===== src/rtl/cnt_pkg.sv =====
// Shared types for the loadable down-counter/timer.
// State encoding is kept here so checkers and the top agree on it.
package cnt_pkg;

    typedef enum logic [1:0] {
        IDLE = 2'd0,
        RUN  = 2'd1,
        DONE = 2'd2
    } cnt_state_t;

endpackage


===== src/rtl/sat_cnt.sv =====
// Saturating up-counter with synchronous reset and clear.
// Used to count auto-reload wraps of the down-timer.
module sat_cnt #(
    parameter int W = 8
) (
    input  logic         clk,
    input  logic         reset,
    input  logic         clr,
    input  logic         inc,
    output logic [W-1:0] q
);

    logic [W-1:0] r_cnt;

    always_ff @(posedge clk) begin
        if (reset || clr) begin
            r_cnt <= '0;
        end else if (inc && (r_cnt != {W{1'b1}})) begin
            r_cnt <= r_cnt + W'(1);
        end
    end

    assign q = r_cnt;

endmodule


===== src/rtl/cnt_dn_timer.sv =====
// Loadable down-counter/timer with valid/ready load, tc pulse and auto-reload.
// Optional wrap counter (wraps port, WRAPW parameter) under CNT_DN_WRAPCNT_EN.
module cnt_dn_timer
    import cnt_pkg::*;
#(
    parameter int n = 4
`ifdef CNT_DN_WRAPCNT_EN
    , parameter int WRAPW = 8
`endif
) (
    input  logic         Clk,
    input  logic         reset,
    input  logic         en,
    input  logic         clr,
    input  logic         auto_rl,
    input  logic         ld_valid,
    output logic         ld_ready,
    input  logic [n-1:0] D,
    output logic [n-1:0] q,
    output logic         busy,
    output logic         done,
    output logic         tc
`ifdef CNT_DN_WRAPCNT_EN
    , output logic [WRAPW-1:0] wraps
`endif
);

    // Load handshake: a load is taken on an edge where ld_valid && ld_ready,
    // ld_ready is high whenever the FSM is not in RUN, and clr drops the load.
    cnt_state_t   r_state;
    logic [n-1:0] r_q;
    logic [n-1:0] r_rl;
    logic         r_tc;

    cnt_state_t   w_state_nxt;
    logic [n-1:0] w_q_nxt;
    logic [n-1:0] w_rl_nxt;
    logic         w_tc_nxt;

    always_ff @(posedge Clk) begin
        if (reset) begin
            r_state <= IDLE;
            r_q     <= '0;
            r_rl    <= '0;
            r_tc    <= 1'b0;
        end else begin
            r_state <= w_state_nxt;
            r_q     <= w_q_nxt;
            r_rl    <= w_rl_nxt;
            r_tc    <= w_tc_nxt;
        end
    end

    always_comb begin
        w_state_nxt = r_state;
        w_q_nxt     = r_q;
        w_rl_nxt    = r_rl;
        w_tc_nxt    = 1'b0;
        if (clr) begin
            w_state_nxt = IDLE;
            w_q_nxt     = '0;
        end else begin
            case (r_state)
                RUN: begin
                    if (en) begin
                        if (r_q > n'(1)) begin
                            w_q_nxt = r_q - n'(1);
                        end else begin
                            // Terminal count: reload keeps the period at r_rl cycles.
                            w_tc_nxt = 1'b1;
                            if (auto_rl) begin
                                w_q_nxt = r_rl;
                            end else begin
                                w_q_nxt     = '0;
                                w_state_nxt = DONE;
                            end
                        end
                    end
                end
                default: begin
                    if (ld_valid) begin
                        w_q_nxt  = D;
                        w_rl_nxt = D;
                        if (D != '0) begin
                            w_state_nxt = RUN;
                        end else begin
                            w_state_nxt = DONE;
                            w_tc_nxt    = 1'b1;
                        end
                    end
                end
            endcase
        end
    end

    assign q        = r_q;
    assign tc       = r_tc;
    assign busy     = (r_state == RUN);
    assign done     = (r_state == DONE);
    assign ld_ready = (r_state != RUN);

`ifdef CNT_DN_WRAPCNT_EN
    logic w_load_fire;
    logic w_wrap_inc;

    assign w_load_fire = ld_valid && (r_state != RUN) && !clr;
    assign w_wrap_inc  = (r_state == RUN) && en && !clr && (r_q <= n'(1)) && auto_rl;

    sat_cnt #(.W(WRAPW)) u_wrap_cnt (
        .clk   (Clk),
        .reset (reset),
        .clr   (w_load_fire),
        .inc   (w_wrap_inc),
        .q     (wraps)
    );
`endif

endmodule


===== config.mk =====
export PLATFORM = sky130hd
export DESIGN_NAME = cnt_dn_timer
export DESIGN_NICKNAME = d
export VERILOG_FILES = /design/src/rtl/cnt_pkg.sv /design/src/rtl/sat_cnt.sv /design/src/rtl/cnt_dn_timer.sv
export SDC_FILE = /design/constraint.sdc
export NUM_CORES = 1
export LEC_CHECK = 0
export CAP_MARGIN = 5
export CORE_UTILIZATION = 30
export DETAILED_ROUTE_END_ITERATION = 8
export PLACE_DENSITY = 0.65
export SYNTH_ARGS = -nofsm -noshare
export SYNTH_HDL_FRONTEND = slang
export SYNTH_HIERARCHICAL = 1
export SYNTH_SLANG_ARGS = --single-unit

===== constraint.sdc =====
create_clock -name Clk -period 4.6 [get_ports Clk]
set_input_delay 0.69 -clock Clk [delete_from_list [all_inputs] [get_ports Clk]]
set_output_delay 0.69 -clock Clk [all_outputs]
set_load 0.1 [all_outputs]

==> out/metrics.csv <==
metric,value,unit
clock.fmax,0.352,GHz
ctsResizeCount,0,
hpwl,1110,µm
yosys_warnings,6,
synthArstFlopShare,0,%
tns,0,ps
seq_area_frac_synth,35.3,%
row_count,16,
setup-violations-final,0,
die_area,2260,µm²
cts_made_buffers,3,
num-nets-final,105,
drive_gt1_share,10.9,%
worst-path-buf-inv,2,
p_total,0.242,mW
crit_type,flip-flop to output port,
period_minus_slack,2840,ps
syn_area_per_cell,8.54,µm²
endpoint_kind,output port,
core-area,1960,µm²
power_leakage,0.320,nW
cts_setup_buffers,0,
rsz0062_at_grt,false,
worstMarginPinSlew,967,ps
grt_use_total,15.9,%
cts_tree,yes,
cp-start-kind,flip-flop,
avgViaCountPerCell,5.26,
ys_types,33,
die_h,47.6,µm
critPathArrivalTime,2150,ps
ys_ff_latch,11,
path_max_fanout,7,
ant_nets,0,
hold_viol_final,0,
slew_violations,0,
maxCapViolCount,0,
path_cells,"nand2b_1, inv_2, clkdlybuf4s50_1",
hold_slack,502,ps
max_slew_margin,35.3,%
synth_edf_count,0,
synthTopCellsByCount,"dfxtp_1 (11), nand2_1 (10), mux2i_1 (5), nand3_1 (5), nor2_1 (5)",
synth_fp_nets,85,
synth.most_common_cell,dfxtp_1,
die_x,47.6,µm
io_pins,18,
dr.pass1.iters,4,
finalCritPeriodShare,61.8,%
antenna_found_initial,0,
skew,5.53,ps
via_count,626,
drt_iter0_drc,19,
grt_start_max_net_pins,10,
critPathTopFamily,buffers and inverters,
synthFlopType,dfxtp_1,
clk_pin_slew,70,ps
clock_sinks,11,
n_antenna_cell,0,
peakVddDrop,0.000136,V
worstPathRequired,3910,ps
grt_pass1_wl,2430,µm
grt_pass1_vias,576,
grt-ovfl-total,0,
synth_cells,73,
p_per_area,290,nW/µm²
io_buffers,17,
drcViolationCount,0,
syn_to_final_growth,34.3,%
cts_hold_buf,0,
cts-root-buf,clkbuf_4,
htree_levels,1,
synth_largest_area_cell,dfxtp_1,
start_util,31.8,%
status,"complete, no violations",
post_drt_wl_per_cell,12.2,µm
synth_area_leaders,"dfxtp_1 (35%), mux2i_1 (8.0%), nand2_1 (6.0%), ha_1 (4.0%), nand3_1 (4.0%)",
synth_top_area_share,35.3,%
wl,1450,µm
clockBufferDepth,2,
max_stage_delay,1150,ps
gp_congestion,0.829,
hold_class,flip-flop to flip-flop,
clk_latency,280,ps
cp_slowest_cell,clkdlybuf4s50_1,
syn-cell-area,623,µm²
[final timing paths]
kind         startpoint         end  slack [ps]  depth (start not counted)
max          r_state[1]        busy        1760                          3
min             r_rl[3]     r_rl[3]         500                          2
max reg2reg        q[0]  r_state[0]        2830                          6
min reg2reg     r_rl[3]     r_rl[3]         500                          2
[worst register-to-register path: stages (launching register included)]
cell and delay, ps:
dfxtp_1 370, inv_1 100, ha_1 210, nor2_1 70, or3_1 430, o31ai_1 350, o22ai_1 120
[cells in the final DEF, fill, tap and decap left out, drive strengths merged]
master,netlist,final
a21oi,3,3
a311o,1,1
a31oi,1,1
a32o,1,1
and2,1,1
clkbuf,0,4
clkdlybuf4s50,0,17
dfxtp,11,11
ha,2,2
inv,4,4
mux2,2,2
mux2i,5,5
nand2,11,11
nand2b,1,1
nand3,5,5
nor2,5,5
nor2b,1,1
nor3,4,4
o211a,1,1
o211ai,1,1
o21a,1,1
o21ai,1,1
o221a,1,1
o22ai,2,2
o2bb2ai,1,1
o31ai,1,1
or2,1,1
or3,1,1
or4,2,2
[flip-flops by register name (all words and copies together) (netlist names)]
register  flops
q             4
r_rl          4
r_state       2
tc            1
[layout make-up]
| class | count | area, µm² |
|---|---|---|
| Clock buffer | 4 | 26.3 |
| Tap cell | 27 | 33.8 |
| Inverter | 4 | 15.0 |
| Fill cell | 222 | 1120 |
| Sequential cell | 11 | 220 |
| Multi-Input combinational cell | 56 | 372 |
| Timing Repair Buffer | 17 | 170 |
[per-stage QoR]
step                instance area, µm²  std cells  util (%)  worst slack [ps]
global placement                   811        115      41.3              2090
CTS                                837        119      42.7              1760
global route                       837        119      42.7              1670
finish                             837        119      42.7              1760
detailed placement                 811        115      41.3              2080
floorplan                          623         73         -              2240
[report_power, final]
group	internal, mW	switching, mW	total (mW)
Combinational	0.0264	0.0454	0.0718
Sequential	0.0996	0.00373	0.103
Clock	0.0337	0.0336	0.0673
Total	0.160	0.0827	0.242
[routing by layer]
layer | track usage, % | vias up | wire length, µm
met2 | 24.4 | 22 | 659
met3 | 4.53 | 5 | 93
met5 | 0 | - | 0
met1 | 19.4 | 298 | 652
met4 | 10.0 | 0 | 42
li1 | - | 301 | -
[kinds of logic after synthesis]
group | Yosys count | share of synthesized area, %
buffers and inverters | 6 | 5.02
adder cells (fa/ha/maj) | 2 | 4.02
flip-flops | 11 | 35.3
AO/OA/AOI/OAI | 15 | 17.9
AND/OR/NAND/NOR | 32 | 25.5
multiplexers | 7 | 12.2
(Power assumes the default switching activity.)
